[src/rtl/counter_scheduler_if.sv]
// Request/grant bundle between the interval-timing clients and the shared count engine.
interface counter_scheduler_if #(
    parameter int unsigned NREQ  = 4,
    parameter int unsigned WIDTH = 9
) ();
    logic [NREQ-1:0]       req;
    logic [NREQ-1:0]       mode;
    logic [NREQ*WIDTH-1:0] len;
    logic [NREQ-1:0]       grant;
    logic [NREQ-1:0]       done;
    logic [NREQ-1:0]       abort;
    logic                  busy;
    logic [WIDTH-1:0]      count;

    modport master (
        output req, mode, len,
        input  grant, done, abort, busy, count
    );

    modport slave (
        input  req, mode, len,
        output grant, done, abort, busy, count
    );
endinterface

[src/rtl/counter_scheduler.sv]
// Round-robin arbiter sharing one up/down interval counter among NREQ requesters.
module counter_scheduler #(
    parameter int unsigned NREQ  = 4,
    parameter int unsigned WIDTH = 9
) (
    input logic                clk,
    input logic                reset,
    counter_scheduler_if.slave bus
);
    localparam int unsigned IdxW = (NREQ > 1) ? $clog2(NREQ) : 1;

    typedef enum logic [1:0] {StIdle, StRun, StDone} state_e;

    state_e           state_q;
    logic [IdxW-1:0]  ptr_q;
    logic [IdxW-1:0]  idx_q;
    logic             mode_q;
    logic [WIDTH-1:0] count_q;
    logic [WIDTH-1:0] target_q;
    logic [NREQ-1:0]  grant_q;
    logic [NREQ-1:0]  done_q;
    logic [NREQ-1:0]  abort_q;
    logic             busy_q;

    logic [WIDTH-1:0] len_arr [NREQ];
    logic             win_valid;
    logic [IdxW-1:0]  win_idx;
    logic [IdxW-1:0]  cand;

    always_comb begin
        for (int unsigned i = 0; i < NREQ; i++) begin
            len_arr[i] = bus.len[i*WIDTH +: WIDTH];
        end
    end

    // First requester found searching from ptr+1 around to ptr itself.
    always_comb begin
        win_valid = 1'b0;
        win_idx   = '0;
        cand      = '0;
        for (int unsigned k = 1; k <= NREQ; k++) begin
            cand = IdxW'((32'(ptr_q) + k) % NREQ);
            if (!win_valid && bus.req[cand]) begin
                win_valid = 1'b1;
                win_idx   = cand;
            end
        end
    end

    always_ff @(posedge clk or posedge reset) begin
        if (reset) begin
            state_q  <= StIdle;
            ptr_q    <= IdxW'(NREQ - 1);
            idx_q    <= '0;
            mode_q   <= 1'b0;
            count_q  <= '0;
            target_q <= '0;
            grant_q  <= '0;
            done_q   <= '0;
            abort_q  <= '0;
            busy_q   <= 1'b0;
        end else begin
            done_q  <= '0;
            abort_q <= '0;
            case (state_q)
                StIdle: begin
                    if (win_valid) begin
                        idx_q   <= win_idx;
                        ptr_q   <= win_idx;
                        mode_q  <= bus.mode[win_idx];
                        grant_q <= NREQ'(1) << win_idx;
                        busy_q  <= 1'b1;
                        state_q <= StRun;
                        if (bus.mode[win_idx]) begin
                            count_q  <= '0;
                            target_q <= len_arr[win_idx];
                        end else begin
                            count_q  <= len_arr[win_idx];
                            target_q <= '0;
                        end
                    end
                end
                StRun: begin
                    // Withdrawal beats reaching the terminal value.
                    if (!bus.req[idx_q]) begin
                        state_q        <= StIdle;
                        grant_q        <= '0;
                        busy_q         <= 1'b0;
                        abort_q[idx_q] <= 1'b1;
                    end else if (count_q == target_q) begin
                        state_q       <= StDone;
                        grant_q       <= '0;
                        done_q[idx_q] <= 1'b1;
                    end else begin
                        count_q <= mode_q ? count_q + WIDTH'(1) : count_q - WIDTH'(1);
                    end
                end
                StDone: begin
                    state_q <= StIdle;
                    busy_q  <= 1'b0;
                end
                default: state_q <= StIdle;
            endcase
        end
    end

    assign bus.grant = grant_q;
    assign bus.done  = done_q;
    assign bus.abort = abort_q;
    assign bus.busy  = busy_q;
    assign bus.count = count_q;
endmodule

[src/flat_wrapper.sv]
// flat-port wrapper written by rule: the top's interface ports become plain ports
module counter_scheduler_flat 
#(
    parameter int unsigned NREQ  = 4,
    parameter int unsigned WIDTH = 9
)
  (clk, reset, bus_req, bus_mode, bus_len, bus_grant, bus_done, bus_abort, bus_busy, bus_count);
  counter_scheduler_if #(.NREQ(NREQ), .WIDTH(WIDTH)) bus_i ();
  input logic clk;
  input logic reset;
  input wire logic [$bits(bus_i.req)-1:0] bus_req;
  input wire logic [$bits(bus_i.mode)-1:0] bus_mode;
  input wire logic [$bits(bus_i.len)-1:0] bus_len;
  output wire logic [$bits(bus_i.grant)-1:0] bus_grant;
  output wire logic [$bits(bus_i.done)-1:0] bus_done;
  output wire logic [$bits(bus_i.abort)-1:0] bus_abort;
  output wire logic [$bits(bus_i.busy)-1:0] bus_busy;
  output wire logic [$bits(bus_i.count)-1:0] bus_count;
  assign bus_i.req = bus_req;
  assign bus_i.mode = bus_mode;
  assign bus_i.len = bus_len;
  assign bus_grant = bus_i.grant;
  assign bus_done = bus_i.done;
  assign bus_abort = bus_i.abort;
  assign bus_busy = bus_i.busy;
  assign bus_count = bus_i.count;
  counter_scheduler #(.NREQ(NREQ), .WIDTH(WIDTH)) u_core (.clk(clk), .reset(reset), .bus(bus_i));
endmodule
[config.mk]
export PLATFORM = sky130hd
export DESIGN_NAME = counter_scheduler_flat
export DESIGN_NICKNAME = d
export VERILOG_FILES = /design/src/rtl/counter_scheduler_if.sv /design/src/rtl/counter_scheduler.sv /design/src/flat_wrapper.sv
export SDC_FILE = /design/constraint.sdc
export NUM_CORES = 1
export LEC_CHECK = 0
export ABC_AREA = 1
export BUFFER_PORTS_ARGS = -buffer_cell sky130_fd_sc_hd__buf_2
export CAP_MARGIN = 25
export CORE_MARGIN = 3
export CORE_UTILIZATION = 45
export CTS_BUF_LIST = sky130_fd_sc_hd__clkbuf_8
export CTS_CLUSTER_DIAMETER = 80
export DETAILED_ROUTE_END_ITERATION = 6
export GPL_TIMING_DRIVEN = 0
export HOLD_SLACK_MARGIN = 0.05
export PLACE_DENSITY_LB_ADDON = 0.2
export SYNTH_ARGS = -nofsm -noshare
export SYNTH_HDL_FRONTEND = slang
export SYNTH_SLANG_ARGS = --single-unit
[constraint.sdc]
create_clock -name clk -period 1.8 [get_ports clk]
set_input_delay 0.36 -clock clk [delete_from_list [all_inputs] [get_ports clk]]
set_output_delay 0.36 -clock clk [all_outputs]
set_load 0.02 [all_outputs]
==> results of run 1 <==
[per-stage QoR]
| step | instances | TNS [ns] |
|---|---|---|
| after floorplan | 425 | -1.71 |
| after global placement | 567 | -7.95 |
| after detailed placement | 567 | -9.07 |
| after CTS | 581 | -7.12 |
| after global routing | 591 | -12.81 |
| final | 591 | -9.08 |
[how the worst min path moves through the flow]
| stage | startpoint | to | depth (start not counted) |
|---|---|---|---|
| 2_1_floorplan | u_core.target_q[5] | u_core.target_q[5] | 2 |
| 3_3_place_gp | u_core.bus.busy | u_core.bus.busy | 2 |
| 3_5_place_dp | u_core.bus.busy | u_core.bus.busy | 2 |
| 4_1_cts | reset | u_core.bus.busy | 2 |
| 5_1_grt | reset | u_core.bus.count[6] | 2 |
| 6_report | reset | u_core.bus.count[3] | 2 |
[routing by layer]
| layer | share of wire (%) | GRT usage, % | vias to the layer above | wire [µm] |
|---|---|---|---|---|
| li1 | - | - | 1534 | - |
| met1 | 45 | 27.1 | 1363 | 3490 |
| met2 | 48 | 35.0 | 92 | 3710 |
| met3 | 5.0 | 3.23 | 11 | 383 |
| met4 | 1.5 | 5.52 | 0 | 115 |
| met5 | 0 | 0 | - | 0 |
[synth_stat cells (all sizes together)]
master	number
dfrtp	36
fa	1
o32ai	2
a21oi	15
buf	11
ha	10
nor4	1
o21ai	22
o22ai	4
o211ai	3
clkbuf	1
xor2	6
xnor2	4
a21boi	1
nand4	7
nand3	30
nor3	2
nand2	141
nand3b	14
dfstp	2
and2	1
inv	57
nor2	50
or2	3
clkinv	1
[cell families (layout without fill, tap and decap cells)]
family,after synthesis,in the layout
fa+ha+maj,11,11
buf+inv,70,160
flops,38,38
simple gates,249,250
compound gates,47,47
xor+xnor,10,10
[critical path, stage by stage (launching register included)]
cell and delay, ns:
dfstp_2 0.54, buf_8 0.14, inv_8 0.06, nand2_2 0.05
nand2_2 0.08, nand2_2 0.09, nand2_2 0.07, nand2_2 0.08
nand2_4 0.07, nor2_4 0.16, nand2_8 0.10, nand2_8 0.09
nand2_2 0.05, nand3_1 0.12, nand3_4 0.16, nor2_4 0.15
nor2_2 0.05, nor2_1 0.11
[flip-flops by register name (all words and copies together), names as in the netlist]
name and count:
u_core.bus.abort 4, u_core.bus.busy 1, u_core.bus.count 9, u_core.bus.done 4, u_core.bus.grant 4, u_core.idx_q 2, u_core.mode_q 1, u_core.ptr_q 2
u_core.state_q 2, u_core.target_q 9
[area by class of cell]
type                    count  area share (%)
clock inverters             3            1.72
well taps                  75            2.35
plain buffers              12            3.01
clock buffers               5            1.72
multi-input cells         318            49.0
flip-flops and latches     38            23.9
inverters                  58            5.92
repair buffers             82            12.5
[timing repair]
action / CTS / global route
cloned: 2 / 1
resized for setup: 47 / 48
hold buffers: 0 / 0
pin swaps: 8 / 23
buffers inserted: 4 / 9
setup endpoints to repair: 30 / 30
==> impl_metrics.py, run 1 <==
metrics = {
    "timing": {
        "hold_ws_ns": 0.206,
        "slew_headroom_pct": 48.5,
        "final-max-slew-violation-count": 0,
        "setup_ws_ns": -0.438,
        "period_share_pct": 124,
        "hold_viol": 0,
        "setup_viol": 30,
        "fin_skew_ns": 0.00361,
        "rsz0062_at_grt": "yes",
        "fmax_ghz": 0.447,
        "fin_crit_ns": 2.24,
        "worst_pin_slew_ns": 0.772,
    },
    "placement": {
        "place_area_um2": 3370,
        "dp_hpwl_um": 5500,
        "gp_congestion": 0.805,
        "place_ws_ns": -0.453,
        "portBuffers": 67,
    },
    "grt": {
        "grt.total_usage_pct": 20.5,
        "antenna_found_initial": 0,
        "grt_max_degree": 39,
        "first_global_vias": 2893,
        "grt_pass1_wl_um": 12600,
        "grt_overflow": 0,
    },
    "die": {
        "die_y_um": 86.3,
        "fp-row-count": 28,
        "io_pins": 68,
        "dieArea_um2": 7440,
        "core_um2": 6100,
        "start_util_pct": 47.6,
        "die-width_um": 86.3,
    },
    "synth": {
        "syn_avg_cell_area_um2": 6.82,
        "synth_xor_area_share_pct": 3.02,
        "synth-simple-area-share_pct": 39.5,
        "synth-seq-cells": 38,
        "syn-num-nets": 482,
        "synth_compound_area_share_pct": 8.89,
        "syn_inst": 425,
        "synth_top_area_share_pct": 31.1,
        "synth_adder_area_share_pct": 5.01,
        "synth_top_family_by_area": "simple AND/OR/NAND/NOR gates",
        "synthMuxAreaShare_pct": 0,
        "ys_top_cells_by_area": "dfrtp_1 31%, nand2_1 17%, inv_1 6.9%, nor2_1 6.1%, nand3_1 4.5%",
        "yosysSeqAreaShare_pct": 32.9,
        "yosysUniqueCellTypes": 36,
        "yosys_warnings": 0,
        "post-synth-top-area-cell": "dfrtp_1",
        "synth_area_um2": 2900,
    },
    "worst_hold_path": {
        "hold_class": "in -> async",
    },
    "worst_setup_path": {
        "reg2reg_to": "u_core.bus.count[1]",
        "startpoint": "u_core.ptr_q[0]",
        "crit_required_ns": 2.01,
        "r2r_slack_ns": -0.44,
        "r2r_cells": 17,
        "worstSetupEndpointType": "flop",
        "crit_path_start_kind": "flop",
        "crit_fanout": 8,
        "endpoint": "u_core.bus.count[1]",
        "r2r_start": "u_core.ptr_q[0]",
        "critPathArrivalTime_ns": 2.45,
        "path_class": "reg -> reg",
    },
    "finish": {
        "multiInputGateArea_um2": 1960,
        "fin_nets": 572,
        "final_area_um2": 4000,
        "layout_common_cells": "100 x nand2_1, 69 x buf_2, 51 x inv_1",
        "utilization_pct": 65.6,
        "diodes": 0,
        "drive_gt1_share_pct": 37.4,
        "register_area_um2": 953,
        "syn2layout_area_growth_pct": 37.9,
        "fillers": 541,
        "final_common_cell": "nand2_1",
    },
    "clocking": {
        "cts_max_level": 2,
        "clk_pin_slew_ns": 0.08,
        "cts_buffer_depth": 2,
        "cts_sinks": 38,
        "cts_tree": "yes",
        "cts_root_buf": "clkbuf_8",
        "clock_latency_ns": 0.29,
        "cts_made_buffers": 5,
    },
    "drt": {
        "vias": 3000,
        "drc": 0,
        "postRouteAntennaNets": 0,
        "wirelength_um": 7700,
        "wl_per_cell_um": 13.0,
        "first_pass_iters": 4,
        "drt_iter0_markers": 145,
        "viasPerCell": 5.08,
    },
    "status": {
        "violations": "setup timing",
        "status": "complete, but fails checks",
    },
    "run": {
        "max_cap_viol_count": 0,
    },
}
Power of run 1 is left out: the tool's default activity adds up to more than one toggle a clock period on the data nets, which glitch-free logic cannot reach.
==> inputs of run 2 (changes only) <==
--- a/config.mk
+++ b/config.mk
@@ -15,7 +15,7 @@
 export DETAILED_ROUTE_END_ITERATION = 6
 export GPL_TIMING_DRIVEN = 0
 export HOLD_SLACK_MARGIN = 0.05
-export PLACE_DENSITY_LB_ADDON = 0.2
+export PLACE_DENSITY_LB_ADDON = 0.3
 export SYNTH_ARGS = -nofsm -noshare
 export SYNTH_HDL_FRONTEND = slang
 export SYNTH_SLANG_ARGS = --single-unit
==> impl_metrics.py, run 2 (synthesized netlist as in run 1, its figures left out) <==
metrics = {
    "status": {
        "status": "complete, but fails checks",
        "violations": "setup timing",
    },
    "worst_setup_path": {
        "path_class": "reg -> reg",
        "r2r_slack_ns": -0.41,
        "startpoint": "u_core.ptr_q[0]",
        "critPathArrivalTime_ns": 2.44,
        "r2r_start": "u_core.ptr_q[0]",
        "cpMostUsedCell": "nand2_4",
        "crit_fanout": 10,
        "path_cells": "buf_8 -> inv_8 -> nand2_4 -> nand2_4 -> nand2_4 -> nand2_4 -> nor2_8 -> nand3_4 -> nand2_4 -> buf_6 -> nand3_2 -> nand3_2 -> nand3_4 -> nor2_2 -> nor2_1 -> nor2_1",
        "slowest_stage": "dfstp_2",
        "critPathMaxStageDelay_ns": 0.54,
        "cp_top_family": "simple AND/OR/NAND/NOR gates",
        "crit_required_ns": 2.03,
        "cp_num_buf_inv": 3,
        "crit_path_start_kind": "flop",
        "worstSetupEndpointType": "flop",
    },
    "drt": {
        "viasPerCell": 5.16,
        "first_pass_iters": 4,
        "drt-met1-wl_um": 3540,
        "wl_met3_um": 371,
        "postRouteAntennaNets": 0,
        "wirelength_um": 8110,
        "vias": 3089,
        "met2WireLength_um": 4040,
        "wl_per_cell_um": 13.5,
        "routed.top_layer": "met4",
        "drt_iter0_markers": 140,
        "drc": 0,
    },
    "placement": {
        "dp_hpwl_um": 5500,
        "portBuffers": 67,
        "place_ws_ns": -0.452,
        "gp_congestion": 0.810,
    },
    "grt": {
        "grt.total_usage_pct": 21.6,
        "first_global_vias": 2880,
        "grt_overflow": 0,
        "grt_pass1_wl_um": 13000,
        "antenna_found_initial": 0,
        "grt_max_degree": 25,
    },
    "timing": {
        "slew_headroom_pct": 57.9,
        "rsz0062_at_grt": "yes",
        "hold_ws_ns": 0.133,
        "period_share_pct": 123,
        "setup_ws_ns": -0.412,
        "fmax_ghz": 0.452,
        "fin_crit_ns": 2.21,
        "final-max-slew-violation-count": 0,
        "hold_viol": 0,
        "worst_pin_slew_ns": 0.630,
        "fin_skew_ns": 0.00483,
        "setup_viol": 30,
    },
    "finish": {
        "fin_nets": 580,
        "final_common_cell": "nand2_1",
        "fillers": 538,
        "utilization_pct": 66.4,
        "syn2layout_area_growth_pct": 39.7,
        "diodes": 0,
        "layout_common_cells": "100 x nand2_1, 68 x buf_2, 52 x inv_1",
        "drive_gt1_share_pct": 38.5,
    },
    "run": {
        "max_cap_viol_count": 0,
    },
    "die": {
        "dieArea_um2": 7440,
        "core_um2": 6100,
        "start_util_pct": 47.6,
        "die-width_um": 86.3,
        "io_pins": 68,
        "die_y_um": 86.3,
        "fp-row-count": 28,
    },
    "clocking": {
        "cts_buffer_depth": 2,
        "cts_tree": "yes",
        "clock_latency_ns": 0.29,
        "clk_pin_slew_ns": 0.08,
        "cts_made_buffers": 5,
        "cts_sinks": 38,
        "cts_root_buf": "clkbuf_8",
        "cts_max_level": 2,
    },
    "worst_hold_path": {
        "hold_class": "in -> async",
    },
}
-- run 2: worst reg2reg max path, stage by stage, from the launching register on --
cell and delay [ns]:
dfstp_2 0.54, buf_8 0.14, inv_8 0.06, nand2_4 0.07, nand2_4 0.07, nand2_4 0.08, nand2_4 0.08, nor2_8 0.12
nand3_4 0.09, nand2_4 0.13, buf_6 0.16, nand3_2 0.07, nand3_2 0.10, nand3_4 0.16, nor2_2 0.14, nor2_1 0.05
nor2_1 0.09
-- run 2: path summary, 6_finish.rpt --
check	to	depth (start not counted)
worst min-delay path	u_core.bus.count[6]	2
max in group asynchronous	u_core.ptr_q[0]	3
min in group clk	u_core.bus.busy	2
worst max register to register	u_core.bus.count[0]	16
worst min register to register	u_core.bus.busy	2
worst max-delay path	u_core.bus.count[0]	16
-- run 2: per-stage QoR --
stage | TNS [ns] | instances | area [µm²]
after floorplan | -1.71 | 425 | 2940
after global placement | -7.80 | 567 | 3370
after detailed placement | -9.03 | 568 | 3400
after CTS | -6.97 | 592 | 3860
after global routing | -12.75 | 599 | 4050
final | -9.41 | 599 | 4050
-- run 2: per-layer routing --
metal | up-vias | global-route usage [%]
li1 | 1545 | -
met1 | 1431 | 27.6
met2 | 97 | 37.8
met3 | 16 | 2.47
met4 | 0 | 7.37
met5 | - | 0
-- run 2: what timing repair did --
action | in CTS | in global routing
setup buffers | 14 | 7
hold buffers | 0 | 0
setup endpoints to repair | 29 | 30
cloned | 2 | 0
resized for setup | 69 | 35
pin swaps | 25 | 21
-- run 2: final cells by class --
cell class,count,area (µm²),area share (%)
Clock inverter,2,33.8,0.834
Clock buffer,6,82.6,2.04
Multi-Input combinational cell,317,1990,49.0
Tap cell,75,93.8,2.32
Buffer,12,119,2.94
Sequential cell,38,953,23.5
Inverter,58,234,5.78
Timing Repair Buffer,91,547,13.5
Power of run 2 is left out for the same reason.
